## src/rtl/ptr_sequencer.sv

```systemverilog
// Photo-tape reader sequencer: motor spin-up, sprocket-timed character capture and consumer handshake.
// Define G15_PTR_TIMEOUT_EN to enable the sprocket run-out timeout (RUNOUT is tied 0 otherwise).
module ptr_sequencer #(
  parameter int unsigned SETTLE_CYCLES  = 16,
  parameter logic [4:0]  STOP_CHAR      = 5'b10000,
  parameter int unsigned TIMEOUT_CYCLES = 4096
) (
  input  logic       CLOCK,
  input  logic       rst,
  input  logic       FWD_REQ,
  input  logic       REV_REQ,
  input  logic       SPROCKET,
  input  logic [4:0] HOLES,
  input  logic       CHAR_ACK,
  output logic       MOTOR_ON,
  output logic       MOTOR_REV,
  output logic [4:0] CHAR,
  output logic       CHAR_RDY,
  output logic       STOP_CODE,
  output logic       OVERRUN,
  output logic       RUNOUT,
  output logic       BUSY
);

  // One counter serves spin-up (SPINUP) and run-out timing (RUN/WAIT_ACK); the states never overlap.
  localparam int unsigned CNT_MAX = (SETTLE_CYCLES > TIMEOUT_CYCLES) ? SETTLE_CYCLES : TIMEOUT_CYCLES;
  localparam int unsigned CNT_W   = $clog2(CNT_MAX + 1);
  localparam logic [CNT_W-1:0] SPIN_LAST = CNT_W'(SETTLE_CYCLES - 1);
`ifdef G15_PTR_TIMEOUT_EN
  localparam logic [CNT_W-1:0] TO_LAST   = CNT_W'(TIMEOUT_CYCLES - 1);
`endif

  typedef enum logic [1:0] {
    ST_IDLE,
    ST_SPINUP,
    ST_RUN,
    ST_WAIT_ACK
  } state_e;

  state_e           state_q, state_d;
  logic             dir_q, dir_d;
  logic [CNT_W-1:0] cnt_q, cnt_d;
  logic [4:0]       char_q, char_d;
  logic             char_rdy_q, char_rdy_d;
  logic             stop_code_q, stop_code_d;
  logic             overrun_q, overrun_d;
  logic             motor_on_q, motor_on_d;
  logic             motor_rev_q, motor_rev_d;
  logic             busy_q, busy_d;
  logic [2:0]       spr_sync_q, spr_sync_d;
  logic [4:0]       holes_s1_q, holes_s1_d;
  logic [4:0]       holes_s2_q, holes_s2_d;
`ifdef G15_PTR_TIMEOUT_EN
  logic             runout_q, runout_d;
`endif

  logic spr_evt;
  logic req_act;
  logic take_evt;

  // spr_sync_q[1] is the synchronized sensor, spr_sync_q[2] its previous value for edge detection.
  assign spr_evt = spr_sync_q[1] & ~spr_sync_q[2];
  assign req_act = dir_q ? REV_REQ : FWD_REQ;

  always_comb begin
    state_d     = state_q;
    dir_d       = dir_q;
    cnt_d       = cnt_q;
    char_d      = char_q;
    char_rdy_d  = char_rdy_q;
    stop_code_d = 1'b0;
    overrun_d   = overrun_q;
    motor_on_d  = motor_on_q;
    take_evt    = 1'b0;
`ifdef G15_PTR_TIMEOUT_EN
    runout_d    = runout_q;
`endif
    spr_sync_d  = {spr_sync_q[1:0], SPROCKET};
    holes_s1_d  = HOLES;
    holes_s2_d  = holes_s1_q;

    if (state_q == ST_IDLE) begin
      cnt_d = '0;
      if (FWD_REQ || REV_REQ) begin
        state_d    = ST_SPINUP;
        dir_d      = ~FWD_REQ;
        motor_on_d = 1'b1;
        overrun_d  = 1'b0;
`ifdef G15_PTR_TIMEOUT_EN
        runout_d   = 1'b0;
`endif
      end
    end else if (!req_act) begin
      state_d    = ST_IDLE;
      motor_on_d = 1'b0;
      char_rdy_d = 1'b0;
      cnt_d      = '0;
    end else if (state_q == ST_SPINUP) begin
      if (cnt_q == SPIN_LAST) begin
        state_d = ST_RUN;
        cnt_d   = '0;
      end else begin
        cnt_d = cnt_q + CNT_W'(1);
      end
    end else begin
      // RUN or WAIT_ACK; an event coincident with the ack is handled as a RUN capture.
      take_evt = spr_evt && ((state_q == ST_RUN) || CHAR_ACK);
      if ((state_q == ST_WAIT_ACK) && CHAR_ACK) begin
        char_rdy_d = 1'b0;
        state_d    = ST_RUN;
      end
      if (spr_evt && !take_evt) begin
        overrun_d = 1'b1;
      end
      if (take_evt) begin
        char_d = holes_s2_q;
        if (holes_s2_q == STOP_CHAR) begin
          stop_code_d = 1'b1;
          motor_on_d  = 1'b0;
          char_rdy_d  = 1'b0;
          state_d     = ST_IDLE;
        end else if (!dir_q) begin
          char_rdy_d = 1'b1;
          state_d    = ST_WAIT_ACK;
        end
      end
`ifdef G15_PTR_TIMEOUT_EN
      if (spr_evt) begin
        cnt_d = '0;
      end else if (cnt_q == TO_LAST) begin
        runout_d   = 1'b1;
        motor_on_d = 1'b0;
        char_rdy_d = 1'b0;
        state_d    = ST_IDLE;
        cnt_d      = '0;
      end else begin
        cnt_d = cnt_q + CNT_W'(1);
      end
`endif
    end

    motor_rev_d = motor_on_d & dir_d;
    busy_d      = (state_d != ST_IDLE);
  end

  always_ff @(posedge CLOCK) begin
    if (rst) begin
      state_q     <= ST_IDLE;
      dir_q       <= 1'b0;
      cnt_q       <= '0;
      char_q      <= '0;
      char_rdy_q  <= 1'b0;
      stop_code_q <= 1'b0;
      overrun_q   <= 1'b0;
      motor_on_q  <= 1'b0;
      motor_rev_q <= 1'b0;
      busy_q      <= 1'b0;
      spr_sync_q  <= '0;
      holes_s1_q  <= '0;
      holes_s2_q  <= '0;
`ifdef G15_PTR_TIMEOUT_EN
      runout_q    <= 1'b0;
`endif
    end else begin
      state_q     <= state_d;
      dir_q       <= dir_d;
      cnt_q       <= cnt_d;
      char_q      <= char_d;
      char_rdy_q  <= char_rdy_d;
      stop_code_q <= stop_code_d;
      overrun_q   <= overrun_d;
      motor_on_q  <= motor_on_d;
      motor_rev_q <= motor_rev_d;
      busy_q      <= busy_d;
      spr_sync_q  <= spr_sync_d;
      holes_s1_q  <= holes_s1_d;
      holes_s2_q  <= holes_s2_d;
`ifdef G15_PTR_TIMEOUT_EN
      runout_q    <= runout_d;
`endif
    end
  end

  assign MOTOR_ON  = motor_on_q;
  assign MOTOR_REV = motor_rev_q;
  assign CHAR      = char_q;
  assign CHAR_RDY  = char_rdy_q;
  assign STOP_CODE = stop_code_q;
  assign OVERRUN   = overrun_q;
  assign BUSY      = busy_q;
`ifdef G15_PTR_TIMEOUT_EN
  assign RUNOUT    = runout_q;
`else
  assign RUNOUT    = 1'b0;
`endif

endmodule
```

## config.mk

```make
export PLATFORM = sky130hd
export DESIGN_NAME = ptr_sequencer
export DESIGN_NICKNAME = d
export VERILOG_FILES = /design/src/rtl/ptr_sequencer.sv
export SDC_FILE = /design/constraint.sdc
export NUM_CORES = 1
export LEC_CHECK = 0
export ABC_AREA = 1
export BUFFER_PORTS_ARGS = -buffer_cell sky130_fd_sc_hd__buf_2
export CORE_ASPECT_RATIO = 1.5
export CORE_MARGIN = 10
export CORE_UTILIZATION = 40
export CTS_CLUSTER_DIAMETER = 50
export DETAILED_ROUTE_END_ITERATION = 6
export GPL_ROUTABILITY_DRIVEN = 0
export HOLD_SLACK_MARGIN = 0.03
export SLEW_MARGIN = 15
export SYNTH_ARGS = -nofsm -noshare
export SYNTH_HDL_FRONTEND = slang
export SYNTH_SLANG_ARGS = --single-unit
export TNS_END_PERCENT = 50
```

## constraint.sdc

```tcl
create_clock -name CLOCK -period 1.4 [get_ports CLOCK]
set_clock_uncertainty 0.05 [all_clocks]
set_input_delay 0.28 -clock CLOCK [delete_from_list [all_inputs] [get_ports CLOCK]]
set_output_delay 0.28 -clock CLOCK [all_outputs]
set_load 0.005 [all_outputs]
```

==> results of run 1 <==
## registers in the layout (all words and copies together) (netlist names)
name,cells
cnt_q,13
CHAR,5
holes_s1_q,5
holes_s2_q,5
spr_sync_q,3
state_q,2
BUSY,1
CHAR_RDY,1
MOTOR_ON,1
MOTOR_REV,1
OVERRUN,1
STOP_CODE,1
dir_q,1
## synth_stat cells, types with 2 or more instances
cell	count
nand4_1	3
nor2_1	27
o21ai_0	8
nand2_1	46
nor3_1	3
inv_1	42
dfxtp_1	40
nand3_2	2
nand2_2	5
nand3_1	23
o21ai_2	2
a21oi_1	20
o21ai_1	4
a21oi_2	2
inv_2	6
nor3_4	2
nor2_4	2
buf_2	2
nor2_2	2
## timing repair
item / in CTS / in global routing
setup endpoints to repair: 0 / 21
setup buffers: 0 / 2
resized for setup: 0 / 21
hold endpoints to repair: 0 / 0
## kinds of logic after synthesis
kind of cell / synth area share (%)
other: 0.208
and+or+nand+nor: 30.6
xor gates and xnor gates: 0.485
buffers and inverters: 11.6
adders and majority gates: 0.693
AOI/OAI and AO/OA: 12.1
DFF: 44.4
## final timing paths
path                                 endpoint  slack [ns]  depth (start not counted)
worst min register to register  holes_s2_q[4]        0.35                          2
worst max-delay path                 cnt_q[1]        0.05                          7
worst max register to register       cnt_q[1]        0.05                          7
worst min-delay path            holes_s1_q[3]        0.13                          3
## where the power goes
group | switching (mW) | internal, mW
clock network | 0.409 | 0.347
logic | 0.158 | 0.0942
registers | 0.0195 | 1.17
total | 0.587 | 1.62
## through the flow
stage          setup WS, ns  cell area, um2  hold slack [ns]  TNS, ns
2_1_floorplan        0.0534            1810            0.337        0
3_3_place_gp        0.00689            2020            0.339        0
3_5_place_dp         0.0139            2020            0.345        0
4_1_cts             0.00373            2100            0.123        0
5_1_grt             -0.0430            2190            0.135   -0.294
6_report             0.0498            2190            0.132        0
## cells in the final DEF (no fill, tap or decap), drive strengths merged
| master | n |
|---|---|
| nor2 | 31 |
| nor3 | 6 |
| a21oi | 22 |
| o221ai | 1 |
| conb | 1 |
| ha | 1 |
| clkinv | 3 |
| dfxtp | 40 |
| nand4 | 3 |
| clkbuf | 5 |
| nand3 | 25 |
| xor2 | 1 |
| nand2 | 51 |
| inv | 48 |
| o21ai | 14 |
| o211ai | 1 |
| clkinvlp | 1 |
| o21bai | 1 |
| buf | 33 |
## final cells by class
| type | instances | area, um2 |
|---|---|---|
| inverters | 48 | 183 |
| repair buffers | 33 | 195 |
| clock inverters | 3 | 18.8 |
| flip-flops and latches | 40 | 811 |
| clock buffers | 5 | 68.8 |
| multi-input cells | 158 | 847 |
| fillers | 437 | 2090 |
| well taps | 46 | 57.6 |
| repair inverters | 1 | 7.51 |
## worst reg2reg max path, stage by stage, from the launching register on
cell and delay [ns]:
dfxtp_4 0.38, nand2_1 0.10, o21ai_4 0.09, inv_2 0.07
nor3_4 0.18, buf_4 0.16, clkinvlp_4 0.13, a21oi_1 0.12
## layer usage
layer / global-route usage [%] / up-vias / wire length [um]
met5: 0 / - / 0
met2: 20.1 / 21 / 2150
met3: 3.01 / 7 / 157
met4: 4.39 / 0 / 72
met1: 10.9 / 725 / 1560
li1: - / 859 / -
==> flow_summary.ini, run 1 <==
[status]
status = finished clean

[logic_synthesis]
synth_warnings = 0
yosys.area.top_type = dfxtp_1
yosysTopAreaCellShare_pct = 44.4
ys_top_cells_by_area = dfxtp_1, nand2_1, inv_1, nand3_1, nor2_1
ys_ff_latch = 40
syn_area_um2 = 1810
syn_inst = 251
yosysSeqAreaShare_pct = 44.4
yosysUniqueCellTypes = 29
syn-num-nets = 263
synth_edf_count = 0
synth_flop_cell = dfxtp_1
synth-async-reset-ratio_pct = 0
syn_area_per_cell_um2 = 7.19

[final_layout]
fin_nets = 299
drive_gt1_share_pct = 28.1
final_util_pct = 51.1
diodes = 0
final-instance-count-excl-fill = 334
syn_to_final_growth_pct = 21.2

[critical_path]
slowest_delay_ns = 0.38
crit_chain = nand2_1 > o21ai_4 > inv_2 > nor3_4 > buf_4 > clkinvlp_4 > a21oi_1
critPathLaunch = dir_q
slowest_stage = dfxtp_4
required_ns = 1.57
setup.worst_path.end_class = flop
path_delay_family = flip-flops
crit_path_start_kind = flop
arrival_ns = 1.52
critical_path.max_fanout = 5
critPathKind = flop to flop
worst-path-buf-inv = 3
r2r_start = dir_q

[clocking]
tritoncts = yes
cts_buffers = 5
cts_sinks = 40
htreeDepth = 2
clk_latency_ns = 0.29
path_clk_slew_ns = 0.08
root_buffer = clkbuf_8
cts.path.max_buffers = 2
cts_hold_buf = 0

[timing]
min_period_over_period_pct = 96.4
final.min_clock_period_ns = 1.35
grt_setup_unrepaired = true
finalSetupViolCount = 0
hold_viol_final = 0
slew_viol_final = 0
fmax_mhz = 741

[placed_design]
placedCellCount = 323
dpl.hpwl_mm = 3.00
portBuffers = 21

[worst_hold_path]
hp-start = HOLES[3]
hold_class = input pin to flop

[grt]
grt_overflow_total = 0
grt_use_total_pct = 10.8
grt_first_pass_wirelength_mm = 6.62
grt_max_degree = 17
antenna_found_initial = 0
grt_pass1_vias = 1557

[detailed_routing]
ant_nets = 0
drt_iter0_markers = 78
routed_wl_mm = 3.94
vias_per_cell = 4.83
vias = 1612
wl_per_cell_um = 11.8
drc = 0
drt-pass1-iter-count = 4

[job]
drv_cap = 0

[power_and_ir_drop]
powerDensity_nw_per_um2 = 1010
p_leak_nw = 0.988
vdd_drop_max_uv = 454
power_mw = 2.20

[floorplanning]
num_rows = 29
core_um2 = 4280
num_io_pins = 23
dieArea_um2 = 7660
die_width_um = 74.9
die_y_um = 102
initial_core_util_pct = 42.2
Note: power is estimated with default switching activity, not from simulation.
==> run 2: changes to the inputs <==
MAX_ROUTING_LAYER = met4   (was default)
==> run 2 against run 1 <==
Worst setup slack about the same. Clock-buffer cell count unchanged. Hold slack about the same. Wire length about the same. Non-clock buffer count unchanged. Cell area unchanged. Largest power group unchanged. Highest routed layer unchanged.
==> flow_summary.ini, run 2 (synthesized netlist as in run 1, its figures left out) <==
[floorplanning]
die_width_um = 74.9
num_io_pins = 23
dieArea_um2 = 7660
initial_core_util_pct = 42.2
num_rows = 29
die_y_um = 102
core_um2 = 4280

[clocking]
cts_hold_buf = 0
htreeDepth = 2
root_buffer = clkbuf_8
clk_latency_ns = 0.29
path_clk_slew_ns = 0.08
cts.path.max_buffers = 2
cts_sinks = 40
cts_buffers = 5
tritoncts = yes

[detailed_routing]
vias_per_cell = 4.82
routed_wl_mm = 3.94
ant_nets = 0
drc = 0
drt-pass1-iter-count = 4
wl_per_cell_um = 11.8
drt_iter0_markers = 78
vias = 1609

[placed_design]
dpl.hpwl_mm = 3.00
place_ws_ns = 0.0139
portBuffers = 21

[final_layout]
largest_reg_flops = 13
fillCellCount = 437
final_common_cell = nand2_1
drive_gt1_share_pct = 28.1
final_cell_mix = nand2_1, inv_1, dfxtp_1
syn_to_final_growth_pct = 21.2
regMostFlops = cnt_q
fin_nets = 299
diodes = 0

[power_and_ir_drop]
vdd_drop_max_uv = 449
power_frac_comb_pct = 11.5
power_frac_seq_pct = 54.3
switching_share_pct = 26.5
powerDensity_nw_per_um2 = 1000
p_int_mw = 1.62
p_leak_nw = 0.988
clkPwrFrac_pct = 34.2
power.switching_uw = 583
power_mw = 2.20

[critical_path]
slowest_stage = dfxtp_4
slowest_delay_ns = 0.38
crit_path_start_kind = flop
setup.worst_path.end_class = flop
critPathKind = flop to flop
critical_path.max_fanout = 5
required_ns = 1.57
crit_chain = nand2_1 > o21ai_4 > inv_2 > nor3_4 > buf_4 > clkinvlp_4 > a21oi_1
arrival_ns = 1.52

[job]
drv_cap = 0

[timing]
final.min_clock_period_ns = 1.35
grt_setup_unrepaired = true
finalSetupViolCount = 0
slew_viol_final = 0
min_period_over_period_pct = 96.4
setup_slack_ns = 0.0500
fmax_mhz = 741
hold_viol_final = 0
whs_ns = 0.132
fin_setup_tns_ns = 0

[grt]
grt_use_total_pct = 11.2
grt_max_degree = 17
grt_overflow_total = 0
grt_first_pass_wirelength_mm = 6.62
grt_pass1_vias = 1556
antenna_found_initial = 0

[status]
status = finished clean

[worst_hold_path]
hold_class = input pin to flop
==> run 2: cell counts in the layout (fill, tap and decap cells not counted) <==
No cell type changed its count.
==> run 2: worst paths after layout <==
kind | from | cells past startpoint | end | slack (ns)
worst max register to register | dir_q | 7 | cnt_q[1] | 0.05
worst min-delay path | HOLES[3] | 3 | holes_s1_q[3] | 0.13
worst max-delay path | dir_q | 7 | cnt_q[1] | 0.05
worst min register to register | holes_s1_q[4] | 2 | holes_s2_q[4] | 0.35
==> run 2: through the flow <==
| stage | cell area [um2] | instances | util (%) |
|---|---|---|---|
| final | 2190 | 334 | 51.1 |
| after global routing | 2190 | 334 | 51.1 |
| after CTS | 2100 | 331 | 49.1 |
| after detailed placement | 2020 | 323 | 47.1 |
| after global placement | 2020 | 323 | 47.1 |
| after floorplan | 1810 | 251 | - |
==> run 2: worst max-delay path: cells and delay by family, from the launching register on <==
family,cells,cell delay (ns)
AOI/OAI and AO/OA,2,0.21
buffers and inverters,3,0.34
DFF,1,0.38
and+or+nand+nor,2,0.28
==> run 2: repair_timing <==
action | 4_1_cts | 5_1_grt
resized for setup | 0 | 21
setup buffers | 0 | 2
setup endpoints to repair | 0 | 21
==> run 2: power groups by stage <==
stage	sequential, mW	combinational, mW	clock, mW
after floorplan	1.22	0.160	0
after global placement	1.22	0.234	0
after detailed placement	1.22	0.236	0
after CTS	1.19	0.237	0.784
after global routing	1.20	0.290	0.843
final	1.19	0.252	0.753
==> run 2: layout make-up <==
class	count	area [um2]	area share (%)
Clock inverter	3	18.8	0.858
Clock buffer	5	68.8	3.14
Timing Repair Buffer	33	195	8.92
Sequential cell	40	811	37.0
Multi-Input combinational cell	158	847	38.7
Tap cell	46	57.6	2.63
Inverter	48	183	8.35
Timing Repair inverter	1	7.51	0.343
==> run 2: metal layers <==
layer	vias up	wire [um]	global-route usage [%]	part of all wire, %
li1	858	-	-	-
met1	723	1560	10.9	40
met2	21	2150	20.1	55
met3	7	154	3.01	3.9
met4	0	74	4.39	1.9
met5	-	0	-	0
